===== src/rtl/issue_entry_queue_if.sv =====
// Scoreboard entry type and the decode/issue handshake bundle for issue_entry_queue.
// ariane_pkg is reduced to the fields this queue carries; the queue treats the entry as opaque.
package ariane_pkg;

    typedef struct packed {
        logic [31:0] pc;
        logic [7:0]  op;
        logic [4:0]  rs1;
        logic [4:0]  rs2;
        logic [4:0]  rd;
        logic [31:0] result;
        logic        use_imm;
    } scoreboard_entry_t;

endpackage

interface issue_entry_queue_if #(
    parameter int unsigned DEPTH = 4,
    parameter int unsigned CNT_W = $clog2(DEPTH + 1)
);
    logic                          flush_i;
    ariane_pkg::scoreboard_entry_t decoded_entry_i;
    logic                          decoded_valid_i;
    logic                          decoded_is_ctrl_flow_i;
    logic                          decoded_ack_o;
    ariane_pkg::scoreboard_entry_t issue_entry_o;
    logic                          issue_entry_valid_o;
    logic                          is_ctrl_flow_o;
    logic                          issue_instr_ack_i;
    logic [CNT_W-1:0]              count_o;

    modport master (
        output flush_i, decoded_entry_i, decoded_valid_i, decoded_is_ctrl_flow_i, issue_instr_ack_i,
        input  decoded_ack_o, issue_entry_o, issue_entry_valid_o, is_ctrl_flow_o, count_o
    );

    modport slave (
        input  flush_i, decoded_entry_i, decoded_valid_i, decoded_is_ctrl_flow_i, issue_instr_ack_i,
        output decoded_ack_o, issue_entry_o, issue_entry_valid_o, is_ctrl_flow_o, count_o
    );
endinterface


===== src/rtl/issue_entry_queue.sv =====
// In-order decode-to-issue buffer: presents the oldest decoded entry and pops it on issue ack.
// Push is refused while full even if the same cycle pops; flush and reset clear the queue.
module issue_entry_queue #(
    parameter int unsigned DEPTH = 4,
    parameter int unsigned CNT_W = $clog2(DEPTH + 1)
) (
    input  logic               clk_i,
    input  logic               rst_ni,
    issue_entry_queue_if.slave q_if
);

    localparam int unsigned PTR_W = $clog2(DEPTH);

    typedef struct packed {
        ariane_pkg::scoreboard_entry_t sbe;
        logic                          is_ctrl_flow;
    } slot_t;

    slot_t            mem_q [DEPTH];
    logic [PTR_W-1:0] rd_ptr_q, rd_ptr_d;
    logic [PTR_W-1:0] wr_ptr_q, wr_ptr_d;
    logic [CNT_W-1:0] count_q, count_d;

    logic full, empty, ack, push, pop;

    always_comb begin
        full  = (count_q == CNT_W'(DEPTH));
        empty = (count_q == '0);
        ack   = !full && !q_if.flush_i;
        push  = q_if.decoded_valid_i && ack;
        pop   = q_if.issue_instr_ack_i && !empty;
    end

    always_comb begin
        rd_ptr_d = rd_ptr_q;
        wr_ptr_d = wr_ptr_q;
        count_d  = count_q;
        if (q_if.flush_i) begin
            rd_ptr_d = '0;
            wr_ptr_d = '0;
            count_d  = '0;
        end else begin
            if (push) wr_ptr_d = wr_ptr_q + PTR_W'(1);
            if (pop)  rd_ptr_d = rd_ptr_q + PTR_W'(1);
            count_d = count_q + CNT_W'(push) - CNT_W'(pop);
        end
    end

    always_ff @(posedge clk_i) begin
        if (!rst_ni) begin
            rd_ptr_q <= '0;
            wr_ptr_q <= '0;
            count_q  <= '0;
        end else begin
            rd_ptr_q <= rd_ptr_d;
            wr_ptr_q <= wr_ptr_d;
            count_q  <= count_d;
        end
    end

    // Storage is left unreset; empty masks the head so stale slots never reach the outputs.
    always_ff @(posedge clk_i) begin
        if (push) begin
            mem_q[wr_ptr_q] <= '{sbe: q_if.decoded_entry_i, is_ctrl_flow: q_if.decoded_is_ctrl_flow_i};
        end
    end

    always_comb begin
        q_if.decoded_ack_o       = ack;
        q_if.issue_entry_valid_o = !empty;
        q_if.count_o             = count_q;
        q_if.issue_entry_o       = '0;
        q_if.is_ctrl_flow_o      = 1'b0;
        if (!empty) begin
            q_if.issue_entry_o  = mem_q[rd_ptr_q].sbe;
            q_if.is_ctrl_flow_o = mem_q[rd_ptr_q].is_ctrl_flow;
        end
    end

endmodule


===== src/flat_wrapper.sv =====
// flat-port wrapper written by rule: the top's interface ports become plain ports
module issue_entry_queue_flat 
#(
    parameter int unsigned DEPTH = 4,
    parameter int unsigned CNT_W = $clog2(DEPTH + 1)
)
  (clk_i, rst_ni, q_if_flush_i, q_if_decoded_entry_i, q_if_decoded_valid_i, q_if_decoded_is_ctrl_flow_i, q_if_issue_instr_ack_i, q_if_decoded_ack_o, q_if_issue_entry_o, q_if_issue_entry_valid_o, q_if_is_ctrl_flow_o, q_if_count_o);
  issue_entry_queue_if #(.DEPTH(DEPTH), .CNT_W(CNT_W)) q_if_i ();
  input  logic clk_i;
  input  logic rst_ni;
  input wire logic [$bits(q_if_i.flush_i)-1:0] q_if_flush_i;
  input wire logic [$bits(q_if_i.decoded_entry_i)-1:0] q_if_decoded_entry_i;
  input wire logic [$bits(q_if_i.decoded_valid_i)-1:0] q_if_decoded_valid_i;
  input wire logic [$bits(q_if_i.decoded_is_ctrl_flow_i)-1:0] q_if_decoded_is_ctrl_flow_i;
  input wire logic [$bits(q_if_i.issue_instr_ack_i)-1:0] q_if_issue_instr_ack_i;
  output wire logic [$bits(q_if_i.decoded_ack_o)-1:0] q_if_decoded_ack_o;
  output wire logic [$bits(q_if_i.issue_entry_o)-1:0] q_if_issue_entry_o;
  output wire logic [$bits(q_if_i.issue_entry_valid_o)-1:0] q_if_issue_entry_valid_o;
  output wire logic [$bits(q_if_i.is_ctrl_flow_o)-1:0] q_if_is_ctrl_flow_o;
  output wire logic [$bits(q_if_i.count_o)-1:0] q_if_count_o;
  assign q_if_i.flush_i = q_if_flush_i;
  assign q_if_i.decoded_entry_i = q_if_decoded_entry_i;
  assign q_if_i.decoded_valid_i = q_if_decoded_valid_i;
  assign q_if_i.decoded_is_ctrl_flow_i = q_if_decoded_is_ctrl_flow_i;
  assign q_if_i.issue_instr_ack_i = q_if_issue_instr_ack_i;
  assign q_if_decoded_ack_o = q_if_i.decoded_ack_o;
  assign q_if_issue_entry_o = q_if_i.issue_entry_o;
  assign q_if_issue_entry_valid_o = q_if_i.issue_entry_valid_o;
  assign q_if_is_ctrl_flow_o = q_if_i.is_ctrl_flow_o;
  assign q_if_count_o = q_if_i.count_o;
  issue_entry_queue #(.DEPTH(DEPTH), .CNT_W(CNT_W)) u_core (.clk_i(clk_i), .rst_ni(rst_ni), .q_if(q_if_i));
endmodule

===== config.mk =====
export PLATFORM = sky130hd
export DESIGN_NAME = issue_entry_queue_flat
export DESIGN_NICKNAME = d
export VERILOG_FILES = /design/src/rtl/issue_entry_queue_if.sv /design/src/rtl/issue_entry_queue.sv /design/src/flat_wrapper.sv
export SDC_FILE = /design/constraint.sdc
export NUM_CORES = 1
export LEC_CHECK = 0
export ABC_CLOCK_PERIOD_IN_PS = 4000
export CAP_MARGIN = 25
export CORE_MARGIN = 2
export CORE_UTILIZATION = 30
export DETAILED_ROUTE_END_ITERATION = 7
export SLEW_MARGIN = 30
export SYNTH_ARGS = -nofsm -noshare
export SYNTH_HDL_FRONTEND = slang
export SYNTH_SLANG_ARGS = --single-unit

===== constraint.sdc =====
create_clock -name clk_i -period 4 [get_ports clk_i]
set_input_delay 1.2 -clock clk_i [delete_from_list [all_inputs] [get_ports clk_i]]
set_output_delay 1.2 -clock clk_i [all_outputs]
set_load 0.1 [all_outputs]

[Word level (Yosys, flattened, before mapping)]
Memory sizes are Yosys's and may differ from the RTL's. A register that Yosys moved wholly into a read port is not among the register bits.
Index checks and enable logic that the tools add are counted.
W data, S select, Z words.
Storage, ports and cells
  output and inout port bits: 94
  memories: 1
  logic and storage cells: 24
  RAM bits: 356
  bits in registers: 7
  bits of input ports: 94
Memory list
  u_core.mem_q: depth 4, bits a word 89, read ports 1, clocked after Yosys merged registers in 1, write ports 1, line issue_entry_queue.sv:19  | slot_t mem_q [DEPTH];
Cells by class
  equal/unequal tests: 1
  reduce and logical (&&, ||, !) cells: 8
  bitwise operators: 1
  add/subtract/negate cells: 4
  muxes and demuxes: 6
Operator list (number)
  $mux W88: 1
  $add A2 B1 Y2 const B: 2
  $mux W2: 2
  $add A3 B1 Y3: 1
  $eq A3 B3 Y1 const B: 1
  $logic_and A1 B1 Y1: 3
  $logic_not A1 Y1: 3
  $logic_not A3 Y1: 1
  $mux W1: 3
  $sub A3 B1 Y3: 1
  $reduce_or A2 Y1: 1
  $not A1 Y1: 1

[Logic depth before layout (Yosys ltp)]
Gate-level depths: netlist (run 1).
  depth in word-level cells: 6
  gate-level depth with buffers: 10
  mapped depth without buffers: 10

[Worst setup path before layout (run 1)]
OpenSTA, ideal clock, no wires.
  kind: register to output
  start: register u_core.count_q[1], in the netlist u_core.q_if.count_o[1]
  end: output port q_if_issue_entry_o[78]
  arrival: 3353 ps
  slack: -553 ps
  data required time: 2800 ps
  buffers on the path: 2
  stages on the path, launching flop included: 5
  cells stage by stage: dfxtp_1 or3_1 clkbuf_1 clkbuf_1 and2_1
On the way
  longest elaborated chain between the ends: 2
Ends and longest elaborated chain
  start, declared: line issue_entry_queue.sv:22  | logic [CNT_W-1:0] count_q, count_d;
  start signal, assigned: line issue_entry_queue.sv:57  | count_q <= count_d;
  $logic_not A3 Y1: line issue_entry_queue.sv:28  | empty = (count_q == '0);
  $mux W88: line issue_entry_queue.sv:74  | if (!empty) begin
  end, declared: line flat_wrapper.sv:17  | output wire logic [$bits(q_if_i.issue_entry_o)-1:0] q_if_issue_entry_o;
No other way between the ends.

==> metrics.csv, run 1 <==
metric,value,unit
status,"complete, no violations",
Top Metal Used,met5,
crit path max fanout,56,
worst-path cell chain,buf_12 -> mux4_2 -> and2_1 -> buf_4,
Detailed Route WL,28700,um
Initial Utilization,0.305,
met3 WL,1890,um
"Seq/Total Area, Yosys",0.782,
Final Wtd Congestion,0.699,
CTS Hold Buffers Added,0,
yosys warns,0,
worst path arrival time,2510,ps
CTS sink cnt,365,
mapped cell area,0.0139,sq mm
worst hold path cell count,2,
Vias,6593,
number of cells on the critical path,4,
Detail Route Antenna Nets,0,
port bufs,187,
Longest Clk Path Bufs,3,
die width,219,um
P_leak,5.75,nW
CTS tree,yes,
vias in the first global route,7082,
dpl hpwl,16300,um
FMAX,270,MHz
clk_lat worst skew,550,ps
Die ar.,0.0481,sq mm
WS Path Type,reg -> out,
CP required,2800,ps
All-Layer GR Usage,0.120,
syn nets,720,
CP Buf/Inv Count,2,
layout cells sized above 1,0.315,
Synth area leader,edfxtp_1,
most frequent cells in the layout,"edfxtp_1 (356), buf_4 (100), clkdlybuf4s50_1 (94)",
core footprint,0.0456,sq mm
CTS Buf Count,41,
Nets,933,
RSZ-0062 raised after global routing,no,
Fin Setup TNS,0,ps
H-Tree Depth,2,
DRT Pass-1 Iters,4,
worst-margin pin slew,969,ps
count of cell types in the netlist,25,
gr ovfl total,0,
largest net degree at the start of global routing,65,
"slowest stage cell, crit path",mux4_2,
Worst R2R Path Depth,10,
"Design Area, Final",0.0176,sq mm
post-DR vias/cell,4.52,
# IOs,188,
Crit path max-delay family,buffers and inverters,
Die H,219,um
final worst path period need,3710,ps
Final Hold Viols,0,
synthesized flop and latch total,365,
Rel. slew slack,0.352,
residual DRC count,0,
drt first-iter violations,467,
"slowest stage delay, CP",580,ps
placed cell area,0.0164,sq mm
final number of setup-violating endpoints,0,
Clock transition at path regs,60,ps
met2 WL,13300,um
CTS root buffer,clkbuf_16,
average size of a mapped cell,22.5,sq um
wire per inst,19.7,um
Max-cap violations,0,
first-pass GRT wire length,42800,um
HP Class,reg -> reg,
Critical Path Source Type,flip-flop,
FP Rows,78,
cells resized by post-CTS repair,0,
peak supply drop,0.304,mV
"commonest non-fill, non-tap cell in the layout",edfxtp_1,
setup bufs post-CTS,0,
top-area cell type share of the netlist area,0.769,
initial antenna violation count,3,
P&R area growth vs syn,26.9,%
metal1 wirelength,12900,um
final slew viol count,0,
top post-synthesis cells by area,"edfxtp_1 (77%), mux4_2 (14%), and2_1 (4.1%)",
post-synthesis cell count,619,
Cell Pwr Density,517,mW/mm^2
Setup Skew,14.9,ps
Worst Setup End Kind,primary output,
Util after Layout,0.387,
Tcrit/Tclk final,0.927,
-- metrics by stage --
stage	instances	setup slack (ps)	total power [mW]	hold slack, ps
after floorplan	619	-73.8	5.33	485
after global placement	1389	763	5.72	510
after detailed placement	1389	730	5.73	512
after CTS	1458	218	9.26	528
after global routing	1458	149	9.45	551
final	1459	294	9.12	527
-- worst min-delay path, stage by stage (launching register included) --
cell	delay, ps
dfxtp_1	340
xor2_1	80
nor2_1	70
-- flip-flops by register name, indices dropped and copies added, names as in the netlist, named ones only --
register             flops
u_core.mem_q           356
u_core.q_if.count_o      3
u_core.rd_ptr_q          2
u_core.wr_ptr_q          2
-- synth_stat cells --
cell	n
edfxtp_1	356
and2_1	91
mux4_2	89
clkbuf_1	19
buf_2	11
dfxtp_1	9
inv_1	7
ha_1	6
nor2_1	6
and3_1	4
xor2_1	3
a21o_1	2
a21oi_1	2
nand3_1	2
nor2b_1	2
buf_12	1
buf_6	1
buf_8	1
fa_1	1
nand2b_1	1
nor3_1	1
o311ai_0	1
o31ai_1	1
or3_1	1
or3b_2	1
-- cells by family (layout without fill, tap and decap cells) --
group,Yosys count,count (layout),synth area share
buffers and inverters,40,279,0.0143
muxes,89,89,0.144
other,0,1,0
AOI/OAI and AO/OA,6,6,0.00297
and+or+nand+nor,109,109,0.0479
adders and majority gates,7,7,0.00684
xor gates and xnor gates,3,3,0.00189
DFF,365,365,0.782
-- report_power, final --
part           switching, mW  internal, mW  total, mW
clock network           1.42          2.07       3.49
logic                  0.989         0.359       1.35
registers             0.0182          4.27       4.28
total                   2.43          6.69       9.12
-- routing by layer --
metal	track usage	vias up
met5	0	-
met4	0.0428	2
met3	0.0342	43
met2	0.186	185
met1	0.163	3423
li1	-	2940
-- final cells by class --
type	count	area (sq um)
Clock buffer	50	1060
Timing Repair Buffer	203	1870
Antenna cell	1	2.50
Tap cell	600	751
Multi-Input combinational cell	214	2870
Inverter	7	26.3
Clock inverter	19	176
Sequential cell	365	10900
Fill cell	4077	27900
-- path summary, 6_finish.rpt --
path                     startpoint                      to  slack (ps)
max                       flip-flop  q_if_issue_entry_o[60]         290
min              u_core.rd_ptr_q[0]               flip-flop         530
max reg2reg  u_core.q_if.count_o[1]  u_core.q_if.count_o[2]        1690
min reg2reg      u_core.rd_ptr_q[0]               flip-flop         530
(Power assumes the default switching activity.)
==> run 2, diff against run 1 <==
Settings changed: CORE_ASPECT_RATIO from default to 0.75.
==> run 2 against run 1 <==
  * Fmax grew 1.8%
  * Sequential power is essentially flat
  * Flip-flop and latch count is the same
  * Register-to-register slack gained 30 ps
==> metrics.csv, run 2 (same netlist as run 1, synthesis figures left out) <==
metric,value,unit
HP Class,reg -> reg,
dpl hpwl,16300,um
residual DRC count,0,
"commonest non-fill, non-tap cell in the layout",edfxtp_1,
initial antenna violation count,1,
Critical Path Source Type,flip-flop,
worst-margin pin slew,581,ps
CTS root buffer,clkbuf_16,
drt first-iter violations,373,
final slew viol count,0,
met2 Use GR,0.173,
DRT Pass-1 Iters,4,
vias in the first global route,6955,
CTS sink cnt,365,
layout cells sized above 1,0.312,
most frequent cells in the layout,"edfxtp_1 (356), buf_4 (98), clkdlybuf4s50_1 (93)",
Die H,190,um
FMAX,275,MHz
Worst Setup End Kind,primary output,
Fin Setup TNS,0,ps
CTS Buf Count,38,
FP Rows,68,
status,"complete, no violations",
gr ovfl total,0,
die width,253,um
grt met3 use,0.0298,
register area,0.0109,sq mm
RSZ-0062 raised after global routing,no,
final worst path period need,3640,ps
Clock transition at path regs,60,ps
WS Path Type,reg -> out,
Final Wtd Congestion,0.675,
Setup WS pre-CTS,728,ps
wire per inst,19.5,um
All-Layer GR Usage,0.118,
Final Hold Viols,0,
peak supply drop,0.305,mV
CP required,2800,ps
cells resized by post-CTS repair,0,
crit path max fanout,44,
P&R area growth vs syn,27.0,%
largest net degree at the start of global routing,60,
Detail Route Antenna Nets,0,
CTS tree,yes,
worst setup margin,359,ps
first-pass GRT wire length,42600,um
multi-input combinational cell area,0.00287,sq mm
post-DR vias/cell,4.55,
Internal,6.67,mW
Sw Share,0.262,
Detailed Route WL,28300,um
clk_lat worst skew,520,ps
"Design Area, Final",0.0177,sq mm
CTS Hold Buffers Added,0,
# IOs,188,
Largest register FFs,356,
met1 usage,0.176,
most flop-heavy register,u_core.mem_q,
Vias,6608,
Max-cap violations,0,
busiest grt layer,met1,
worst path arrival time,2440,ps
Longest Clk Path Bufs,3,
Tcrit/Tclk final,0.910,
Util after Layout,0.385,
Nets,930,
placed cell area,0.0164,sq mm
Die ar.,0.0481,sq mm
Initial Utilization,0.303,
final number of setup-violating endpoints,0,
fillers,4180,
Net Switching,2.37,mW
core footprint,0.0459,sq mm
P_leak,5.75,nW
Cell Pwr Density,512,mW/mm^2
combinational share of power,0.148,
sequential power share,0.474,
H-Tree Depth,2,
setup bufs post-CTS,0,
clock power share,0.378,
Rel. slew slack,0.608,
Setup Skew,8.56,ps
port bufs,187,
[run 2: cell types whose count changed in the layout (fill, tap and decap cells not counted), moves of 2 or more]
cell,before,now
clkinv_2,7,3
buf_12,9,12
clkbuf_8,0,3
buf_4,100,98
clkbuf_1,9,11
[run 2: worst max-delay path, stage by stage (launching register included)]
cell     delay [ps]
dfxtp_4         500
buf_12          390
mux4_2          570
and2_2          210
buf_4           230
[run 2: cell type report]
| class | instances | area share |
|---|---|---|
| Antenna cell | 1 | 0.000142 |
| Clock buffer | 55 | 0.0628 |
| Clock inverter | 13 | 0.00645 |
| Inverter | 7 | 0.00149 |
| Multi-Input combinational cell | 214 | 0.163 |
| Sequential cell | 365 | 0.616 |
| Tap cell | 595 | 0.0422 |
| Timing Repair Buffer | 203 | 0.108 |
[run 2: per-stage QoR]
step / hold slack [ps] / std cells / power, mW
6_report: 533 / 1453 / 9.04
5_1_grt: 590 / 1452 / 9.40
4_1_cts: 541 / 1452 / 9.19
3_5_place_dp: 516 / 1384 / 5.72
3_3_place_gp: 497 / 1384 / 5.71
2_1_floorplan: 485 / 619 / 5.33
[run 2: layer usage]
metal | vias to the layer above | share of wire
li1 | 2929 | -
met2 | 180 | 0.44
met5 | - | 0.00042
met4 | 2 | 0.018
met1 | 3456 | 0.48
met3 | 41 | 0.058
[run 2: power groups by stage]
stage	clock, mW	combinational (mW)	sequential, mW
after floorplan	0	0.958	4.38
after global routing	3.71	1.40	4.29
after CTS	3.55	1.36	4.28
after detailed placement	0	1.36	4.36
after global placement	0	1.35	4.36
final	3.42	1.34	4.28
[run 2: worst paths after layout]
check                         startpoint                endpoint  slack (ps)  cells after the start
setup / recovery               flip-flop  q_if_issue_entry_o[84]         360                      4
hold / removal        u_core.rd_ptr_q[1]      u_core.rd_ptr_q[1]         530                      2
setup reg to reg  u_core.q_if.count_o[1]  u_core.q_if.count_o[2]        1720                     10
hold reg to reg       u_core.rd_ptr_q[1]      u_core.rd_ptr_q[1]         530                      2
==> run 3, diff against run 2 <==
Settings changed: CORE_UTILIZATION 30 to 45, PLACE_DENSITY from default to 0.7.
==> run 3 against run 2 <==
  * Register-to-register slack better by 20 ps
  * Largest power group unchanged
  * Fmax down 1.2%
  * Highest routed layer is now met4
  * Clock power about the same
  * Flip-flop and latch count unchanged
==> metrics.csv, run 3 (same netlist as run 1, synthesis figures left out) <==
metric,value,unit
die width,207,um
CTS sink cnt,365,
Initial Utilization,0.459,
Net Switching,2.37,mW
All-Layer GR Usage,0.165,
Critical Path Source Type,flip-flop,
Setup WS pre-CTS,571,ps
Worst R2R Path Depth,10,
gr ovfl total,0,
peak supply drop,0.382,mV
initial antenna violation count,2,
HP Class,reg -> reg,
CTS Hold Buffers Added,0,
Hold Crit Start,u_core.rd_ptr_q[0],
largest net degree at the start of global routing,67,
port bufs,187,
Detail Route Antenna Nets,0,
Cell Pwr Density,519,mW/mm^2
post-DR vias/cell,5.21,
worst setup margin,314,ps
final worst path period need,3690,ps
CP required,2800,ps
fillers,2271,
Clock transition at path regs,60,ps
drt first-iter violations,456,
Max-cap violations,0,
clock power share,0.379,
wire per inst,21.0,um
P_leak,5.77,nW
CTS Buf Count,37,
status,"complete, no violations",
"Power, Total",9.03,mW
Final Hold Viols,0,
worst-margin pin slew,962,ps
CTS tree,yes,
most frequent cells in the layout,"edfxtp_1 (356), buf_4 (103), clkdlybuf4s50_1 (94)",
layout cells sized above 1,0.315,
worst path arrival time,2490,ps
Tcrit/Tclk final,0.922,
reg2reg end,u_core.q_if.count_o[2],
Hold Crit Endpoint,u_core.rd_ptr_q[0],
final number of setup-violating endpoints,0,
P&R area growth vs syn,25.2,%
Sw Share,0.262,
Die ar.,0.0323,sq mm
Die H,156,um
RSZ-0062 raised after global routing,no,
Fin Setup TNS,0,ps
FP Rows,55,
most flop-heavy register,u_core.mem_q,
clk_lat worst skew,520,ps
core footprint,0.0303,sq mm
Internal,6.66,mW
combinational share of power,0.146,
vias in the first global route,6811,
crit path max fanout,18,
Vias,6575,
Longest Clk Path Bufs,3,
Detailed Route WL,26400,um
Nets,933,
CTS root buffer,clkbuf_16,
Setup Skew,13.9,ps
Rel. slew slack,0.357,
dpl hpwl,16000,um
# IOs,188,
H-Tree Depth,2,
final slew viol count,0,
DRT Pass-1 Iters,4,
sequential power share,0.475,
Final Wtd Congestion,0.665,
residual DRC count,0,
R2R Setup Slk,1740,ps
Largest register FFs,356,
WS Path Type,reg -> out,
first-pass GRT wire length,39900,um
RR Startpoint,u_core.q_if.count_o[1],
FMAX,271,MHz
worst hold path cell count,2,
"commonest non-fill, non-tap cell in the layout",edfxtp_1,
Worst Setup End Kind,primary output,
[run 3: changes by cell type in the layout (fill, tap and decap cells not counted), moves of 2 or more]
cell,previous run,this run
bufinv_16,2,4
clkinv_2,3,5
buf_4,98,103
clkinv_1,6,9
buf_12,12,10
clkbuf_8,3,0
clkbuf_16,41,39
clkbuf_1,11,7
[run 3: worst max path at each step]
| stage | slack [ps] | end | cells after the start | start |
|---|---|---|---|---|
| final | 310 | q_if_issue_entry_o[61] | 4 | flip-flop |
| after global routing | 140 | q_if_issue_entry_o[61] | 4 | flip-flop |
| after CTS | 6 | q_if_issue_entry_o[53] | 4 | u_core.q_if.count_o[1] |
| after detailed placement | 570 | q_if_issue_entry_o[53] | 4 | u_core.q_if.count_o[1] |
| after global placement | 580 | u_core.q_if.count_o[2] | 9 | q_if_decoded_valid_i |
| after floorplan | -70 | q_if_issue_entry_o[78] | 4 | u_core.q_if.count_o[1] |
[run 3: area by class of cell]
| type | instances | area [sq um] | share of cell area |
|---|---|---|---|
| antenna | 1 | 2.50 | 0.000144 |
| clock buffer | 46 | 1000 | 0.0576 |
| clock inverter | 22 | 214 | 0.0123 |
| inverter | 7 | 26.3 | 0.00151 |
| multi-input combinational | 214 | 2870 | 0.165 |
| sequential | 365 | 10900 | 0.625 |
| tap | 399 | 499 | 0.0287 |
| timing repair buffer | 207 | 1910 | 0.110 |
[run 3: worst max-delay path: stages (launching register included)]
cell and delay [ps]:
dfxtp_4 600, buf_4 370, mux4_2 540, and2_1 210
buf_4 240
[run 3: through the flow]
step,hold slack (ps),cells,instance area [sq um],util
after detailed placement,518,1192,16200,0.535
after CTS,541,1260,17400,0.575
after global routing,586,1260,17400,0.575
final,536,1261,17400,0.575
after global placement,503,1192,16200,0.535
after floorplan,485,619,13900,-
[run 3: power groups by stage]
stage | Combinational [mW] | Sequential, mW | Clock (mW)
final | 1.32 | 4.29 | 3.42
after global routing | 1.38 | 4.29 | 3.66
after CTS | 1.34 | 4.29 | 3.51
after detailed placement | 1.33 | 4.37 | 0
after global placement | 1.33 | 4.36 | 0
after floorplan | 0.958 | 4.38 | 0
[run 3: routing by layer]
layer	share of wire	global-route usage	wire length [um]	up-vias
li1	-	-	-	2949
met5	0	0	0	-
met2	0.47	0.259	12400	202
met1	0.45	0.237	11900	3389
met4	0.015	0.0392	393	0
met3	0.066	0.0400	1730	35
[run 3: timing repair]
item	CTS	global route
setup endpoints to repair	0	38
setup buffers	0	0
gates resized for setup	0	1
